### config.mk
export PLATFORM = sky130hd
export DESIGN_NAME = branch_resolve_stage_flat
export DESIGN_NICKNAME = d
export VERILOG_FILES = /design/src/rtl/branch_resolve_if.sv /design/src/rtl/branch_resolve_stage.sv /design/src/flat_wrapper.sv
export SDC_FILE = /design/constraint.sdc
export NUM_CORES = 1
export LEC_CHECK = 0
export CORE_MARGIN = 2
export CORE_UTILIZATION = 42
export CTS_BUF_LIST = sky130_fd_sc_hd__clkbuf_8
export CTS_CLUSTER_SIZE = 20
export DETAILED_ROUTE_END_ITERATION = 6
export PLACE_DENSITY_LB_ADDON = 0.25
export SLEW_MARGIN = 40
export SYNTH_ARGS = -nofsm -noshare
export SYNTH_HDL_FRONTEND = slang
export SYNTH_SLANG_ARGS = --single-unit
### constraint.sdc
create_clock -name clk -period 3.6 [get_ports clk]
set_input_delay 0.72 -clock clk [delete_from_list [all_inputs] [get_ports clk]]
set_output_delay 0.72 -clock clk [all_outputs]
set_load 0.05 [all_outputs]
### src/rtl/branch_resolve_if.sv
`default_nettype none
// ============================================================================
// Module  : branch_resolve_if
// Brief   : EX-stage to EX/MEM bus for the branch resolve stage.
// Revision: 1.0
// ============================================================================
interface branch_resolve_if #(
  parameter int DATA_W = 32,
  parameter int PC_W   = 32
);
  logic              valid_in;
  logic [DATA_W-1:0] alu_result;
  logic              alu_zero;
  logic              is_branch;
  logic [1:0]        br_type;
  logic              br_annul;
  logic [PC_W-1:0]   br_target;

  logic              ex_valid;
  logic [DATA_W-1:0] ex_result;
  logic              ex_killed;
  logic              redirect_valid;
  logic [PC_W-1:0]   redirect_pc;
  logic              slot_err;

  modport master (
    output valid_in, alu_result, alu_zero, is_branch, br_type, br_annul, br_target,
    input  ex_valid, ex_result, ex_killed, redirect_valid, redirect_pc, slot_err
  );

  modport slave (
    input  valid_in, alu_result, alu_zero, is_branch, br_type, br_annul, br_target,
    output ex_valid, ex_result, ex_killed, redirect_valid, redirect_pc, slot_err
  );
endinterface
`default_nettype wire

### src/rtl/branch_resolve_stage.sv
`default_nettype none
// ============================================================================
// Module  : branch_resolve_stage
// Brief   : EX/MEM latch with branch resolution, delay-slot counting/annul and
//           one-cycle fetch redirect.
// Revision: 1.0
// ============================================================================
module branch_resolve_stage #(
  parameter int DATA_W      = 32,
  parameter int PC_W        = 32,
  parameter int DELAY_SLOTS = 1
) (
  input  wire logic       clk,
  input  wire logic       rst,
  branch_resolve_if.slave bus
);

  localparam logic [0:0] c_ST_IDLE = 1'b0;
  localparam logic [0:0] c_ST_SLOT = 1'b1;

  localparam logic [1:0] c_BR_BEQ  = 2'd0;
  localparam logic [1:0] c_BR_BNE  = 2'd1;
  localparam logic [1:0] c_BR_JUMP = 2'd2;

  localparam logic [1:0] c_SLOTS   = DELAY_SLOTS[1:0];

  logic [0:0]        state_q, state_d;
  logic [1:0]        cnt_q, cnt_d;
  logic              taken_q, taken_d;
  logic              annul_q, annul_d;
  logic [PC_W-1:0]   target_q, target_d;

  logic              ex_valid_q, ex_valid_d;
  logic [DATA_W-1:0] ex_result_q, ex_result_d;
  logic              ex_killed_q, ex_killed_d;
  logic              redirect_valid_q, redirect_valid_d;
  logic [PC_W-1:0]   redirect_pc_q, redirect_pc_d;
  logic              slot_err_q, slot_err_d;

  logic              w_taken;
  logic              w_kill;

  always_comb begin
    case (bus.br_type)
      c_BR_BEQ:  w_taken = bus.alu_zero;
      c_BR_BNE:  w_taken = ~bus.alu_zero;
      c_BR_JUMP: w_taken = 1'b1;
      default:   w_taken = 1'b0;
    endcase
  end

  assign w_kill = annul_q & ~taken_q;

  always_comb begin
    state_d          = state_q;
    cnt_d            = cnt_q;
    taken_d          = taken_q;
    annul_d          = annul_q;
    target_d         = target_q;
    ex_valid_d       = 1'b0;
    ex_result_d      = ex_result_q;
    ex_killed_d      = 1'b0;
    redirect_valid_d = 1'b0;
    redirect_pc_d    = redirect_pc_q;
    slot_err_d       = 1'b0;

    // While fetch is being redirected, the EX instruction is wrong-path.
    if (!redirect_valid_q && bus.valid_in) begin
      ex_result_d = bus.alu_result;
      if (state_q == c_ST_IDLE) begin
        ex_valid_d = 1'b1;
        if (bus.is_branch) begin
          taken_d  = w_taken;
          annul_d  = bus.br_annul;
          target_d = bus.br_target;
          if (c_SLOTS == 2'd0) begin
            redirect_valid_d = w_taken;
            if (w_taken) begin
              redirect_pc_d = bus.br_target;
            end
          end else begin
            cnt_d   = c_SLOTS;
            state_d = c_ST_SLOT;
          end
        end
      end else begin
        ex_valid_d  = ~w_kill;
        ex_killed_d = w_kill;
        slot_err_d  = bus.is_branch;
        if (cnt_q != 2'd0) begin
          cnt_d = cnt_q - 2'd1;
        end
        if (cnt_q <= 2'd1) begin
          redirect_valid_d = taken_q;
          if (taken_q) begin
            redirect_pc_d = target_q;
          end
          state_d = c_ST_IDLE;
        end
      end
    end
  end

  always_ff @(posedge clk or posedge rst) begin
    if (rst) begin
      state_q          <= c_ST_IDLE;
      cnt_q            <= 2'd0;
      taken_q          <= 1'b0;
      annul_q          <= 1'b0;
      target_q         <= '0;
      ex_valid_q       <= 1'b0;
      ex_result_q      <= '0;
      ex_killed_q      <= 1'b0;
      redirect_valid_q <= 1'b0;
      redirect_pc_q    <= '0;
      slot_err_q       <= 1'b0;
    end else begin
      state_q          <= state_d;
      cnt_q            <= cnt_d;
      taken_q          <= taken_d;
      annul_q          <= annul_d;
      target_q         <= target_d;
      ex_valid_q       <= ex_valid_d;
      ex_result_q      <= ex_result_d;
      ex_killed_q      <= ex_killed_d;
      redirect_valid_q <= redirect_valid_d;
      redirect_pc_q    <= redirect_pc_d;
      slot_err_q       <= slot_err_d;
    end
  end

  assign bus.ex_valid       = ex_valid_q;
  assign bus.ex_result      = ex_result_q;
  assign bus.ex_killed      = ex_killed_q;
  assign bus.redirect_valid = redirect_valid_q;
  assign bus.redirect_pc    = redirect_pc_q;
  assign bus.slot_err       = slot_err_q;

endmodule
`default_nettype wire
### src/flat_wrapper.sv
// flat-port wrapper written by rule: the top's interface ports become plain ports
module branch_resolve_stage_flat 
#(
  parameter int DATA_W      = 32,
  parameter int PC_W        = 32,
  parameter int DELAY_SLOTS = 1
)
  (clk, rst, bus_valid_in, bus_alu_result, bus_alu_zero, bus_is_branch, bus_br_type, bus_br_annul, bus_br_target, bus_ex_valid, bus_ex_result, bus_ex_killed, bus_redirect_valid, bus_redirect_pc, bus_slot_err);
  branch_resolve_if #(.DATA_W(DATA_W), .PC_W(PC_W)) bus_i ();
  input  wire logic clk;
  input  wire logic rst;
  input wire logic [$bits(bus_i.valid_in)-1:0] bus_valid_in;
  input wire logic [$bits(bus_i.alu_result)-1:0] bus_alu_result;
  input wire logic [$bits(bus_i.alu_zero)-1:0] bus_alu_zero;
  input wire logic [$bits(bus_i.is_branch)-1:0] bus_is_branch;
  input wire logic [$bits(bus_i.br_type)-1:0] bus_br_type;
  input wire logic [$bits(bus_i.br_annul)-1:0] bus_br_annul;
  input wire logic [$bits(bus_i.br_target)-1:0] bus_br_target;
  output wire logic [$bits(bus_i.ex_valid)-1:0] bus_ex_valid;
  output wire logic [$bits(bus_i.ex_result)-1:0] bus_ex_result;
  output wire logic [$bits(bus_i.ex_killed)-1:0] bus_ex_killed;
  output wire logic [$bits(bus_i.redirect_valid)-1:0] bus_redirect_valid;
  output wire logic [$bits(bus_i.redirect_pc)-1:0] bus_redirect_pc;
  output wire logic [$bits(bus_i.slot_err)-1:0] bus_slot_err;
  assign bus_i.valid_in = bus_valid_in;
  assign bus_i.alu_result = bus_alu_result;
  assign bus_i.alu_zero = bus_alu_zero;
  assign bus_i.is_branch = bus_is_branch;
  assign bus_i.br_type = bus_br_type;
  assign bus_i.br_annul = bus_br_annul;
  assign bus_i.br_target = bus_br_target;
  assign bus_ex_valid = bus_i.ex_valid;
  assign bus_ex_result = bus_i.ex_result;
  assign bus_ex_killed = bus_i.ex_killed;
  assign bus_redirect_valid = bus_i.redirect_valid;
  assign bus_redirect_pc = bus_i.redirect_pc;
  assign bus_slot_err = bus_i.slot_err;
  branch_resolve_stage #(.DATA_W(DATA_W), .PC_W(PC_W), .DELAY_SLOTS(DELAY_SLOTS)) u_core (.clk(clk), .rst(rst), .bus(bus_i));
endmodule
=== Yosys cells after proc, flatten, opt, wreduce, memory -nomap -nowiden ===
Index checks and enable logic that the tools add are counted.

* Register bits: 105
* Logic and storage cells: 45
* Input bits: 72

* Mux-type cells: 16
* Eq/ne operators: 3
* Magnitude comparators: 1
* $add $sub $neg: 1
* Reduce and logical (&&, ||, !) cells: 8
* Bitwise operators: 5

{| class="wikitable"
|+ Operators by type and width
! cell !! number
|-
| $mux W1 || 12
|-
| $mux W2 || 3
|-
| $reduce_and A3 Y1 || 2
|-
| $not A1 Y1 || 4
|-
| $reduce_and A4 Y1 || 1
|-
| $reduce_bool A2 Y1 || 2
|-
| $pmux W1 S3 || 1
|-
| $eq A2 B1 Y1 const B || 1
|-
| $eq A2 B2 Y1 const B || 1
|-
| $le A2 B1 Y1 const B || 1
|-
| $logic_not A2 Y1 || 1
|-
| $ne A2 B2 Y1 const B || 1
|-
| $sub A2 B1 Y2 const B || 1
|-
| $and A1 B1 Y1 || 1
|-
| $logic_and A1 B1 Y1 || 1
|-
| $logic_not A1 Y1 || 1
|}

=== Longest topological paths before layout ===
Gate-level depths: netlist of the first run.

* Depth after elaboration: 5
* Depth in mapped cells: 6

=== Worst setup path after synthesis of the first run ===
OpenSTA, ideal clock, no wires.

* Path kind: register -> register
* Start: register u_core.redirect_valid_q (netlist: u_core.bus.redirect_valid)
* End: register u_core.target_q[0]
* Cell stages (with the launch flop): 6
* Arrival time: 1811 ps
* Buffers on the path: 2
* Required time: 3475 ps
* Setup slack: 1664 ps
* Cell sequence: dfrtp_1 > nand2b_1 > buf_6 > nor3b_4 > buf_6 > mux2_2

* Cells in the longest elaborated chain, start to end: 3

{| class="wikitable"
|+ Ends and longest elaborated chain
! item !! line !! RTL
|-
| start, declared || branch_resolve_stage.sv:36 || <nowiki>logic redirect_valid_q, redirect_valid_d;</nowiki>
|-
| start signal, assigned || branch_resolve_stage.sv:126 || <nowiki>redirect_valid_q <= redirect_valid_d;</nowiki>
|-
| $logic_not A1 Y1 || branch_resolve_stage.sv:68 || <nowiki>if (!redirect_valid_q && bus.valid_in) begin</nowiki>
|-
| $logic_and A1 B1 Y1 || branch_resolve_stage.sv:68 ||
|-
| $reduce_and A3 Y1 (no source line) || -- ||
|-
| end signal, assigned || branch_resolve_stage.sv:122 || <nowiki>target_q <= target_d;</nowiki>
|-
| end, declared || branch_resolve_stage.sv:31 || <nowiki>logic [PC_W-1:0] target_q, target_d;</nowiki>
|}

No other way between the ends.
A chain may end at the register's enable or synchronous reset.

=== Worst setup path in the final report of the first run ===
* Start: register u_core.redirect_valid_q (netlist: u_core.bus.redirect_valid)
* End: output bus_redirect_valid

{| class="wikitable"
|+ RTL lines
! item !! line !! RTL
|-
| end, declared || flat_wrapper.sv:22 || <nowiki>output wire logic [$bits(bus_i.redirect_valid)-1:0] bus_redirect_valid;</nowiki>
|}

No word-level cell between the ends.

==> results of run 1 <==
[metrics by stage]
stage,hold slack (ns),cells
6_report,0.4815,583
5_1_grt,0.5129,583
4_1_cts,0.4854,583
3_5_place_dp,0.4614,567
3_3_place_gp,0.4559,567
2_1_floorplan,0.4541,308
[report_power, final]
part / leakage [uW] / switching, uW / total, uW / internal [uW]
Sequential: 0.00126 / 228 / 1840 / 1620
Combinational: 0.00123 / 1300 / 2170 / 866
Clock: 0.000106 / 404 / 735 / 331
[routing by layer]
metal	GRT usage	up-vias	wire length [um]
met1	0.1987	1307	3400
li1	-	1294	-
met3	0.03727	14	526
met5	0	-	0
met4	0.07069	0	163
met2	0.2591	86	3932
[worst max-delay path by stage]
stage | startpoint | to | slack (ns) | cells past startpoint
floorplan | rst | u_core.annul_q | 0.12 | 1
global route | u_core.bus.redirect_valid | bus_redirect_valid | 1.22 | 1
detailed placement | bus_valid_in | u_core.bus.redirect_pc[18] | 1.08 | 5
finish | u_core.bus.redirect_valid | bus_redirect_valid | 1.27 | 1
global placement | bus_valid_in | u_core.bus.redirect_pc[20] | 1.06 | 5
CTS | u_core.bus.redirect_valid | bus_redirect_valid | 1.24 | 1
[cell type report]
cell class | count | area (um2)
Sequential cell | 105 | 2628
Multi-Input combinational cell | 183 | 1277
Inverter | 5 | 21.27
Clock buffer | 9 | 123.9
Tap cell | 129 | 161.4
Fill cell | 720 | 3490
Timing Repair Buffer | 145 | 1461
Clock inverter | 7 | 77.57
[sequential cells by signal, indices dropped and copies added (netlist names), 2 cells and up]
register                count
u_core.target_q            32
u_core.cnt_q                2
u_core.bus.ex_result       32
u_core.bus.redirect_pc     32
[placed cells by master, fill, tap and decap left out, types with 3 or more instances in the layout]
cell type          n
clkdlybuf4s50_1  139
mux2_2            62
dfrtp_1          105
clkbuf_8           9
inv_1              4
mux2_1             3
buf_4              4
nand2_1           98
[kinds of logic (layout without fill, tap and decap cells)]
group	count (synthesis)	in the layout
multiplexers	66	66
flip-flops	105	105
adder cells (fa/ha/maj)	2	2
XOR/XNOR	1	1
AND/OR/NAND/NOR	107	107
AO/OA/AOI/OAI	7	7
buffers and inverters	20	166
==> metrics.txt, run 1 <==
run status=finished, final reports clean; mapped cell area=between 4000 and 5000 um2; routed wire length=roughly 8000 um; # H-tree levels=3; Area contributors post-synth=dfrtp_1 65%, mux2_2 17%, nand2_1 9.2%; GRT Overall Usage=0.1577; design area=between 5000 and 6000 um2; CTS tree=done; layout cells sized above 1=0.1960; f_max=430.0 MHz; R2R cell count=6; r2r endpoint=u_core.bus.redirect_pc[21]; min Tclk post-route=2.326 ns; Routability Congestion=between 0.7 and 0.8; CTS Root Cell=clkbuf_8; largest net degree at the start of global routing=56; mean instance size in the synthesized netlist=between 10 and 15 um2; Die W=~100 um; total clock sinks=roughly 110; largest family of logic cells by synthesized area=multiplexers; final worst slack=1.274 ns; Core Footprint=a little over 9000 um2; relative slew slack=0.5770; post-synth top area share=0.6548; most common flop cell mapped by yosys=dfrtp_1; Max Buffers Root-to-Sink=2; post-synth top area cell=dfrtp_1; die area=about 10000 um2; routed vias/inst=roughly 4.6; Worst path slowest cell=clkdlybuf4s50_1; VDD IR max=0.4832 mV; postcts setup bufs=0; Rows=35; worst-path maximum fanout=4; hold_sp=u_core.bus.ex_result[29]; post-synthesis xor/xnor area fraction=0.002183; I/O pins=140; total power per unit cell area=825.3 nW/um2; synthesized-area fraction occupied by adder cells=0.006236; clock slew at reported path FFs=approximately 0.10 ns; Design Power=4746 uW; first-pass GRT wire length=between 10000 and 15000 um; asr flop ratio synth=1.000; Setup violations, final=0; number of synthesized flops with an enable pin=0; Hold Violations, Final=0; RSZ-0062 raised after global routing=no; Post-synth top cells=105 x dfrtp_1, 98 x nand2_1, 62 x mux2_2; Port Buffers=139; Worst path max stage delay=0.85 ns; Worst Path Required=roughly 2.9 ns; 1st-iter DRT viols=48; critical path launch point type=flop; cts-stage hold buffer count=0; Critical R2R Launch=u_core.cnt_q[1]; crit end category=output port; final slew viol count=0; mux share of post-synthesis cell area=0.1849; Skew-Pair Late Insertion Delay=approximately 0.36 ns; total negative setup slack=0 ns; count leader, synth=dfrtp_1; Synth Net Count=382; WHS Path Cells=2; slew of the pin with the lowest slew margin=roughly 0.63 ns; ANT cells=0; Post-DP HPWL=between 5000 and 6000 um; nets=approximately 520; post-route ant nets=0; vias in the first global route=2653; Place WS=roughly 1.1 ns; post-synthesis compound-gate area fraction=0.01247; Worst EP arrival=between 1.5 and 2 ns; crit path cell chain=clkdlybuf4s50_1; maxcap violations=0; Synth Register Bits=approximately 110; area delta synth->final=43.31%; Seq/Total Area, Yosys=0.6548; static leakage=about 0.0026 uW; Via Count=2701; Crit path max-delay family=buffers and inverters; R2R setup slack=~1.7 ns; DRT Pass-1 Iters=5; Final Skew=between 0.01 and 0.015 ns; Placed Area=between 5000 and 6000 um2; yosys warns=0; part of the cycle the worst path needs=0.6460; Bufs and invs on worst path=1; DRC Markers=0; Initial Util=0.4343; Worst Hold End=u_core.bus.ex_result[29]; simple-gate share of the synthesized area=0.1119; Inserted Clock Buffers=9; WS Path Type=flop to output port; per-cell routed wire length=approximately 14 um; final core utilization=0.6223; post-synthesis cell type count=26; Gate Count Post-Synth=between 300 and 400; chip height=101.7 um; initial antenna violation count=0; worst hold path type=flop to flop; CTS resizes=0; grt ovf=0
Power figures use the tool's default switching activity.
==> run 2: changes to the inputs <==
- CORE_UTILIZATION: 42 -> 47
- clock period: 3.6 -> 2.15 ns (I/O delays scaled with it)
==> run 2 against run 1 <==
Effect of this change:
- count of clock-buffer cells in the layout did not move
- setup slack worse by 1.1 ns
- sequential cell count unchanged
- power up 66%
- combinational power grew 68%
- register-to-register slack worse by 1.2 ns
- clock skew decreased by 0.0020 ns
- critical path depth stayed put
- cell area is 0.70% lower
- sequential share of layout area grew 0.32 points
- critical path type unchanged
- critical endpoint unchanged
- largest cell class unchanged
==> metrics.txt, run 2 (same netlist as run 1, synthesis figures left out) <==
run status=finished, final reports clean (unchanged); 1st-iter DRT viols=88 (was 48); layout cells sized above 1=0.1903 (was 0.1960); worst hold path type=flop to flop (unchanged); most common cell after layout, fill and taps aside=clkdlybuf4s50_1 (unchanged); DRC Markers=0 (unchanged); final worst slack=0.1473 ns (was 1.274 ns); slew of the pin with the lowest slew margin=0.5429 ns (was 0.6344 ns); cts-stage hold buffer count=0 (unchanged); clock slew at reported path FFs=0.10 ns (about the same); Setup violations, final=0 (unchanged); WHS Path Cells=2 (unchanged); Die W=96.40 um (was 101.7 um); Port Buffers=139 (unchanged); nets=522 (was 523); Post-DP HPWL=5639 um (was 5675 um); maxcap violations=0 (unchanged); Worst path slowest cell=clkdlybuf4s50_1 (unchanged); total clock sinks=105 (unchanged); vias in the first global route=2688 (was 2653); CTS Root Cell=clkbuf_8 (unchanged); Skew-Pair Late Insertion Delay=0.35 ns (was 0.36 ns); WS Path Type=flop to output port (unchanged); CP Depth=1 (unchanged); postcts setup bufs=0 (unchanged); gr busiest metal=met2 (unchanged); total negative setup slack=0 ns (unchanged); Cells after DPL=542 (was 567); Inserted Clock Buffers=9 (unchanged); Worst Path Required=1.72 ns (was 2.88 ns); largest net degree at the start of global routing=106 (was 56); part of the cycle the worst path needs=0.9315; routed vias/inst=4.896 (was 4.633); final slew viol count=0 (unchanged); f_max=about 500 MHz; CTS resizes=0 (unchanged); total power per unit cell area=1382 nW/um2 (was 825.3 nW/um2); RSZ-0062 raised after global routing=no (unchanged); die area=9293 um2 (was 10350 um2); Worst EP arrival=1.57 ns (was 1.61 ns); GRT Overall Usage=0.1806 (was 0.1577); critical path launch point type=flop (unchanged); CTS tree=done (unchanged); ANT cells=0 (unchanged); # H-tree levels=3 (unchanged); crit path cell chain=clkdlybuf4s50_1 (unchanged); Initial Util=0.4859 (was 0.4343); DRT Pass-1 Iters=4 (was 5); Design Power=7891 uW (was 4746 uW); most frequent cells in the layout=139 x clkdlybuf4s50_1, 105 x dfrtp_1, 98 x nand2_1 (unchanged); crit end category=output port (unchanged); chip height=96.40 um (was 101.7 um); post-route ant nets=0 (unchanged); relative slew slack=0.6369 (was 0.5770); per-cell routed wire length=14.63 um (was 13.76 um); Hold Violations, Final=0 (unchanged); R2R cell count=6 (unchanged); met1 Usage GRT=0.2293 (was 0.1987); Worst path max stage delay=0.82 ns (was 0.85 ns); Max Buffers Root-to-Sink=2 (unchanged); grt ovf=0 (unchanged); Crit path max-delay family=buffers and inverters (unchanged); worst-path maximum fanout=4 (unchanged); Final Skew=0.008773 ns (was 0.01078 ns); min Tclk post-route=2.003 ns; M3 GR Usage=0.05275 (was 0.03727); Bufs and invs on worst path=1 (unchanged); initial antenna violation count=0 (unchanged); Rows=33 (was 35); final std cells w/o fill=557 (was 583); Via Count=2727 (was 2701); first-pass GRT wire length=12680 um (was 12700 um); routing usage on met2=0.2957 (was 0.2591); routed wire length=8150 um (was 8023 um); Routability Congestion=0.7091 (was 0.7391); final core utilization=0.6915 (was 0.6223); Place WS=0.1076 ns (was 1.081 ns); Core Footprint=8258 um2 (was 9240 um2); area delta synth->final=42.31% (was 43.31%); static leakage=0.002574 uW (was 0.002598 uW); VDD IR max=0.7894 mV (was 0.4832 mV); I/O pins=140 (unchanged)
[run 2: changes by cell type in the layout (fill, tap and decap cells not counted), sizes merged]
cell | before | now
clkinvlp | 0 | 4
clkinv | 3 | 1
inv | 8 | 5
buf | 6 | 5
[run 2: through the flow]
stage	cell area [um2]	hold slack (ns)
3_3_place_gp	5525	0.4562
5_1_grt	5710	0.4926
3_5_place_dp	5525	0.4619
6_report	5710	0.4795
4_1_cts	5710	0.4846
2_1_floorplan	4016	0.4541
[run 2: worst min-delay path, stage by stage (launching register included)]
cell and delay, ns:
dfrtp_1 0.35, nand2_1 0.05, nand2_1 0.05
[run 2: cell type report]
type,count,area [um2]
Sequential cell,105,2628
Fill cell,631,2547
Timing Repair Buffer,144,1466
Multi-Input combinational cell,183,1277
Tap cell,105,131.4
Clock buffer,9,123.9
Clock inverter,6,61.31
Inverter,5,22.52
[run 2: final timing paths]
path | startpoint | endpoint | slack, ns
worst max register to register | u_core.cnt_q[1] | u_core.bus.redirect_pc[8] | 0.52
max in group asynchronous | rst | u_core.bus.ex_result[7] | 1.17
worst max-delay path | u_core.bus.redirect_valid | bus_redirect_valid | 0.15
worst min register to register | u_core.bus.ex_result[0] | u_core.bus.ex_result[0] | 0.48
min in group asynchronous | rst | u_core.bus.ex_result[17] | 0.55
worst min-delay path | u_core.bus.ex_result[0] | u_core.bus.ex_result[0] | 0.48
[run 2: metal layers]
layer | vias to the layer above | wire length (um)
met1 | 1339 | 3457
met2 | 95 | 3883
li1 | 1283 | -
met3 | 10 | 686
met4 | 0 | 122
met5 | - | 0
[run 2: where the power goes]
part	switching [uW]	internal, uW	total [uW]
sequential	385	2710	3090
clock	634	526	1160
combinational	2190	1450	3640
total	3210	4690	7890
